===== src/rtl/hms_timekeeper.sv =====
// Hours/minutes/seconds timekeeper with 1 Hz prescaler, run/pause, validated load,
// single alarm and day-rollover strobe. All outputs are registered.
module hms_timekeeper #(
  parameter int TICK_DIV = 50_000_000,
  parameter int HOUR_MAX = 23
) (
  input  logic       clk,
  input  logic       reset,
  input  logic       run_en,
  input  logic       load_valid,
  input  logic [4:0] load_hh,
  input  logic [5:0] load_mm,
  input  logic [5:0] load_ss,
  input  logic       alarm_wr,
  input  logic [4:0] alarm_hh,
  input  logic [5:0] alarm_mm,
  input  logic       alarm_en,
  output logic [4:0] hours,
  output logic [5:0] minutes,
  output logic [5:0] seconds,
  output logic       sec_tick,
  output logic       day_pulse,
  output logic       alarm_pulse,
  output logic       load_err
);

  localparam int              PW         = $clog2(TICK_DIV + 1);
  localparam logic [PW-1:0]   PRESC_LAST = PW'(TICK_DIV - 1);
  localparam logic [4:0]      HOUR_LAST  = 5'(HOUR_MAX);

  logic [PW-1:0] presc_q, presc_d;
  logic [4:0]    hours_q, hours_d;
  logic [5:0]    min_q, min_d;
  logic [5:0]    sec_q, sec_d;
  logic          sec_tick_q, sec_tick_d;
  logic          day_q, day_d;
  logic          alarm_q, alarm_d;
  logic          err_q, err_d;
  logic [4:0]    alarm_hh_q, alarm_hh_d;
  logic [5:0]    alarm_mm_q, alarm_mm_d;

  logic tick, load_ok, wrap_min, wrap_hr, wrap_day;

  always_comb begin
    tick     = run_en && (presc_q == PRESC_LAST);
    load_ok  = load_valid && (load_hh <= HOUR_LAST) && (load_mm <= 6'd59) && (load_ss <= 6'd59);
    wrap_min = (sec_q == 6'd59);
    wrap_hr  = wrap_min && (min_q == 6'd59);
    wrap_day = wrap_hr && (hours_q == HOUR_LAST);

    presc_d    = presc_q;
    hours_d    = hours_q;
    min_d      = min_q;
    sec_d      = sec_q;
    sec_tick_d = 1'b0;
    day_d      = 1'b0;
    alarm_d    = 1'b0;
    err_d      = load_valid && !load_ok;
    alarm_hh_d = alarm_wr ? alarm_hh : alarm_hh_q;
    alarm_mm_d = alarm_wr ? alarm_mm : alarm_mm_q;

    // A valid load wins over a coincident tick; the tick is simply lost.
    if (load_ok) begin
      presc_d = '0;
      hours_d = load_hh;
      min_d   = load_mm;
      sec_d   = load_ss;
    end else if (tick) begin
      presc_d    = '0;
      sec_tick_d = 1'b1;
      day_d      = wrap_day;
      sec_d      = wrap_min ? 6'd0 : sec_q + 6'd1;
      if (wrap_min) min_d = wrap_hr ? 6'd0 : min_q + 6'd1;
      if (wrap_hr)  hours_d = wrap_day ? 5'd0 : hours_q + 5'd1;
      // Compare against the alarm registers as they stand before any coincident write.
      alarm_d = alarm_en && (hours_d == alarm_hh_q) && (min_d == alarm_mm_q) && (sec_d == 6'd0);
    end else if (run_en) begin
      presc_d = presc_q + PW'(1);
    end
  end

  always_ff @(posedge clk) begin
    if (reset) begin
      presc_q    <= '0;
      hours_q    <= '0;
      min_q      <= '0;
      sec_q      <= '0;
      sec_tick_q <= 1'b0;
      day_q      <= 1'b0;
      alarm_q    <= 1'b0;
      err_q      <= 1'b0;
      alarm_hh_q <= '0;
      alarm_mm_q <= '0;
    end else begin
      presc_q    <= presc_d;
      hours_q    <= hours_d;
      min_q      <= min_d;
      sec_q      <= sec_d;
      sec_tick_q <= sec_tick_d;
      day_q      <= day_d;
      alarm_q    <= alarm_d;
      err_q      <= err_d;
      alarm_hh_q <= alarm_hh_d;
      alarm_mm_q <= alarm_mm_d;
    end
  end

  assign hours       = hours_q;
  assign minutes     = min_q;
  assign seconds     = sec_q;
  assign sec_tick    = sec_tick_q;
  assign day_pulse   = day_q;
  assign alarm_pulse = alarm_q;
  assign load_err    = err_q;

endmodule

===== config.mk =====
export PLATFORM = sky130hd
export DESIGN_NAME = hms_timekeeper
export DESIGN_NICKNAME = d
export VERILOG_FILES = /design/src/rtl/hms_timekeeper.sv
export SDC_FILE = /design/constraint.sdc
export NUM_CORES = 1
export LEC_CHECK = 0
export BUFFER_PORTS_ARGS = -buffer_cell sky130_fd_sc_hd__buf_2
export CORE_UTILIZATION = 40
export DETAILED_ROUTE_END_ITERATION = 10
export HOLD_SLACK_MARGIN = 0.06
export SLEW_MARGIN = 0
export SYNTH_ARGS = -nofsm -noshare
export SYNTH_HDL_FRONTEND = slang
export SYNTH_SLANG_ARGS = --single-unit

===== constraint.sdc =====
create_clock -name clk -period 2.7 [get_ports clk]
set_input_delay 0.405 -clock clk [delete_from_list [all_inputs] [get_ports clk]]
set_output_delay 0.405 -clock clk [all_outputs]
set_load 0.01 [all_outputs]

# Word level (Yosys, flattened, before mapping)
# Cells that the tools add are included.
[op_classes]
n_addsub = 4
order_cmp = 3
n_eq_ne = 6
muxes = 16
n_bitwise = 1
reduce_logical = 16
[ops]
columns = ["operator", "count"]
rows = [
  ["$mux 6", 9],
  ["$mux 5", 6],
  ["$add 26x1->26 const B", 1],
  ["$eq 26x26->1 const B", 1],
  ["$add 6x1->6 const B", 2],
  ["$eq 6x6->1 const B", 2],
  ["$le 6x6->1 const B", 2],
  ["$logic_and 1x1->1", 10],
  ["$eq 6x6->1", 1],
  ["$logic_not 6->1", 1],
  ["$reduce_or 3->1", 2],
  ["$add 5x1->5 const B", 1],
  ["$eq 5x5->1", 1],
  ["$eq 5x5->1 const B", 1],
  ["$le 5x5->1 const B", 1],
  ["$reduce_bool 2->1", 1],
  ["$reduce_or 2->1", 1],
  ["$logic_not 1->1", 1],
  ["$mux 1", 1],
  ["$not 1->1", 1],
]
[totals]
reg_bits = 58
inputBits = 34
output_inout_bits = 21
elab_cells = 56

# Longest topological paths before layout
[logic_depth]
ltp_word = 11
ltp_mapped = 8
mapped_depth_nobuf = 7

# Least setup slack after synthesis
# No wires, ideal clock.
[synth_timing]
path_type = "reg2reg"
startpoint = "reg presc_q[0]"
endpoint = "reg hours_q[3], in the netlist hours[3]"
setup_time_ns = 0.091
arrival_time_ns = 2.243
required_time_ns = 2.609
slack_ns = 0.367
path_stages_with_launch = 7
n_path_buf = 0
synth_period_minus_slack_ns = 2.333
path_cell_list = "dfxtp_1 > ha_1 > nand4_2 > or2_4 > or4_4 > or4_1 > a311oi_1"
[synth_between]
elab_chain_cells = 3
[synth_lines]
columns = ["item", "line_no", "source"]
rows = [
  ["from (decl)", "31", "logic [PW-1:0] presc_q, presc_d;"],
  ["from (signal assigned)", "95", "presc_q <= presc_d;"],
  ["$eq 26x26->1", "45", "tick = run_en && (presc_q == PRESC_LAST);"],
  ["$logic_and 1x1->1", "45", ""],
  ["$reduce_bool 2->1 (no line)", "-", ""],
  ["to (signal assigned)", "96", "hours_q <= hours_d;"],
  ["to (decl)", "32", "logic [4:0] hours_q, hours_d;"],
]
# Every way passes these cells.
# A chain may end at the register's enable or synchronous reset.

# Worst setup path after layout
[layout_timing]
startpoint = "reg presc_q[0]"
endpoint = "reg min_q[5], in the netlist minutes[5]"
[layout_between]
elab_chain_cells = 3
[layout_lines]
columns = ["item", "line_no", "source"]
rows = [
  ["$eq 26x26->1", "45", ""],
  ["$logic_and 1x1->1", "45", ""],
  ["$reduce_bool 2->1 (no line)", "-", ""],
  ["to (signal assigned)", "97", "min_q <= min_d;"],
  ["to (decl)", "33", "logic [5:0] min_q, min_d;"],
]
# Every way passes these cells.

==> metrics.md <==
| Metric | Value |
|---|---|
| Status | finished, final reports clean |
| Worst R2R End | minutes[5]$_SDFFE_PP0P_ |
| CTS tree | yes |
| Worst EP required | ~3.0 ns |
| F_max | roughly 0.4 GHz |
| Final setup viols | 0 |
| Initial Util | a little over two fifths |
| Setup Fix Bufs, Post-CTS | 0 |
| P&R area growth vs syn | 19.51% |
| Cell Area, Synth | around 0.0033 sq mm |
| Hold EP | load_err$_SDFF_PP0_ |
| Vias in the first global route | around 3000 |
| Clock Tree Buf Depth | 2 |
| Hold Crit Class | in -> reg |
| Seq/Total Area, Yosys | 35.50% |
| Clk_lat worst skew | 0.35 ns |
| Largest stage delay, worst path | between 0.5 and 0.6 ns |
| Hold path start | load_valid |
| Row count | 32 |
| Syn nets | 446 |
| Peak supply drop | about 300 uV |
| Netlist cell types | 57 |
| Congestion Overflow GR | 0 |
| Syn Area/Cell | 8.036 sq um |
| Global-route wire length before repair | between 10 and 15 mm |
| Seq cells post-synth | 58 |
| Post-synth ARST share | 0% |
| RSZ-0062 raised after global routing | false |
| Arr. time, crit path | 2.79 ns |
| Initial antenna violation count | 0 |
| Port Buffers | 54 |
| Worst-path clk slew | ~0.070 ns |
| Worst-Margin Slew | ~0.53 ns |
| Maximum number of pins on one net before global-route repair | 34 |
| Leading post-synthesis cells by cell area | dfxtp_1 36%, nor2_1 7.7%, xnor2_1 4.8% |
| R2r worst-path depth | 7 |
| Reg2reg setup slack | roughly 0.17 ns |
| Total core area | 0.007807 sq mm |
| Die width | ~92 um |
| Lkg Pwr | 0.001466 uW |
| Hpwl dp | 6.287 mm |
| Die footprint | about 0.0085 sq mm |
| Layout cells sized above 1 | 18.84% |
| NumNets Final | approximately 500 |
| Final hold viol count | 0 |
| Reg2reg start | presc_q[0]$_SDFFE_PP0P_ |
| Diode count | 0 |
| CTS root buf | clkbuf_8 |
| Core Util, Final | 50.06% |
| Period utilisation layout | between 90% and 100% |
| I/O pins | 55 |
| Slew headroom | between 60% and 70% |
| Worst Path Max Fanout | 7 |
| Vias per inst | between 5 and 6 |
| WL final | about 8.7 mm |
| Share of the synthesized area in the top cell type | approximately 36% |
| PD cells | 533.7 mW/mm^2 |
| Clk sinks | 58 |
| Wire per inst | approximately 15 um |
| Worst setup SP type | flop |
| Sum Neg Setup Slack | 0 ns |
| Synth Flop Type | dfxtp_1 |
| Post-Synthesis Cells | ~410 |
| Layout Skew | a little over 0.009 ns |
| Synth area leader | dfxtp_1 |
| # DRC | 0 |
| # H-tree levels | 3 |
| WS Path Type | reg -> reg |
| Worst setup EP type | flop |
| Max-Cap Viols | 0 |
| CTS Buf Count | 9 |
| Placer Congestion | slightly below 0.9 |
| Slew Viols, Final | 0 |
| Fin crit period | roughly 2.5 ns |
| Iteration count of the initial detailed-routing pass | 4 |
| Vias | ~3200 |
| Total Routing Usage GR | between 20 and 25% |
| Slowest cell on crit path | or4_1 |
| Worst path cell trace | ha_1 > nand4_2 > or2_4 > nor4_2 > nand2_1 > or4_1 > a311oi_1 |
| Post-synth EDFFs | 0 |
| DR iter-0 viols | approximately 160 |
| Final antenna-violating net count | 0 |
| DIE HEIGHT | between 90 and 100 um |
| Hold path cells | 2 |
| Synth warnings | 0 |
[logic make-up (layout without fill, tap and decap cells)]
family	Yosys count	count (layout)	synth area share [%]
simple gates	196	196	30.76
xor+xnor	28	28	7.498
flops	58	58	35.50
fa+ha+maj	5	5	1.913
compound gates	75	75	15.95
mux	15	15	4.629
buf+inv	30	90	3.749
[what timing repair did]
| action | in CTS | in global routing |
|---|---|---|
| hold buffers | 0 | 0 |
| setup endpoints to repair | 0 | 1 |
| gates resized for setup | 0 | 3 |
[where the power goes]
part / switching [uW] / leakage [uW] / internal, uW
clock network: 364 / 0.000109 / 542
registers: 60.1 / 0.000474 / 889
logic: 122 / 0.000884 / 109
total: 546 / 0.00147 / 1540
[routing by layer]
layer	wire length (um)	GRT usage, %
met2	4216	36.91
met5	0	0
met1	3844	25.19
met3	441	5.583
met4	193	9.375
[stage by stage]
step | setup slack (ns) | cell area, sq um | total power, uW | instances | hold slack [ns]
after global routing | 0.004265 | 3909 | 2174 | 569 | 0.2792
after floorplan | 0.3665 | 3271 | 1109 | 407 | 0.4580
after detailed placement | 0.1577 | 3669 | 1200 | 553 | 0.4846
after global placement | 0.2036 | 3669 | 1197 | 553 | 0.4730
after CTS | 0.1363 | 3887 | 2104 | 569 | 0.2632
final | 0.1683 | 3909 | 2086 | 569 | 0.2697
[cells in the final DEF (no fill, tap or decap), types with 3 or more instances in the layout]
| cell type | count |
|---|---|
| a211oi_1 | 4 |
| a21oi_1 | 14 |
| a311oi_1 | 11 |
| a31oi_1 | 5 |
| and2_1 | 3 |
| and3_1 | 5 |
| buf_2 | 54 |
| buf_4 | 11 |
| clkbuf_8 | 10 |
| dfxtp_1 | 58 |
| ha_1 | 5 |
| inv_1 | 9 |
| mux2i_1 | 14 |
| nand2_1 | 28 |
| nand2b_1 | 7 |
| nand3_1 | 19 |
| nand3b_1 | 3 |
| nand4_1 | 13 |
| nor2_1 | 67 |
| nor3_1 | 12 |
| nor4_1 | 6 |
| o211ai_1 | 4 |
| o21ai_0 | 13 |
| o31ai_1 | 3 |
| or3_1 | 9 |
| or4_1 | 5 |
| xnor2_1 | 18 |
| xor2_1 | 10 |
[cells in the mapped netlist, types with 7 or more instances]
cell type  number
nand2_1        28
o21ai_0        13
nand3_1        19
a311oi_1       11
nor3_1         12
nand2b_1        7
xnor2_1        18
inv_1           9
nor4_1          8
dfxtp_1        58
nand4_1        13
or3_1           9
xor2_1         10
mux2i_1        14
clkbuf_1       13
nor2_1         67
a21oi_1        14
[flip-flops by register name, indices dropped and copies added (netlist names)]
signal       cells
alarm_pulse      1
day_pulse        1
minutes          6
presc_q         26
load_err         1
alarm_mm_q       6
hours            5
sec_tick         1
alarm_hh_q       5
seconds          6
[area by class of cell]
type                            instances  area [sq um]
Sequential cell                        58          1161
Timing Repair Buffer                   65         352.8
Multi-Input combinational cell        319          2014
Clock inverter                          5         77.57
Tap cell                              102         127.6
Clock buffer                           11         141.4
Fill cell                             770          3899
Inverter                                9         33.78
[worst max-delay path: cells and delay by family (launching register included)]
| family | cells | cell delay (ns) |
|---|---|---|
| AND/OR/NAND/NOR | 5 | 1.58 |
| adder cells (fa/ha/maj) | 1 | 0.20 |
| flip-flops | 1 | 0.38 |
| AO/OA/AOI/OAI | 1 | 0.28 |
[how the worst max path moves through the flow]
| stage | endpoint | cells after the start | slack (ns) | from |
|---|---|---|---|---|
| 3_5_place_dp | hours[3]$_SDFFE_PP0P_ | 6 | 0.16 | presc_q[0]$_SDFFE_PP0P_ |
| 3_3_place_gp | hours[3]$_SDFFE_PP0P_ | 6 | 0.20 | presc_q[0]$_SDFFE_PP0P_ |
| 6_report | minutes[5]$_SDFFE_PP0P_ | 7 | 0.17 | presc_q[0]$_SDFFE_PP0P_ |
| 4_1_cts | hours[3]$_SDFFE_PP0P_ | 6 | 0.14 | presc_q[0]$_SDFFE_PP0P_ |
| 5_1_grt | minutes[5]$_SDFFE_PP0P_ | 7 | 0.004 | presc_q[0]$_SDFFE_PP0P_ |
| 2_1_floorplan | hours[3]$_SDFFE_PP0P_ | 6 | 0.37 | presc_q[0]$_SDFFE_PP0P_ |
Power figures use the tool's default switching activity.
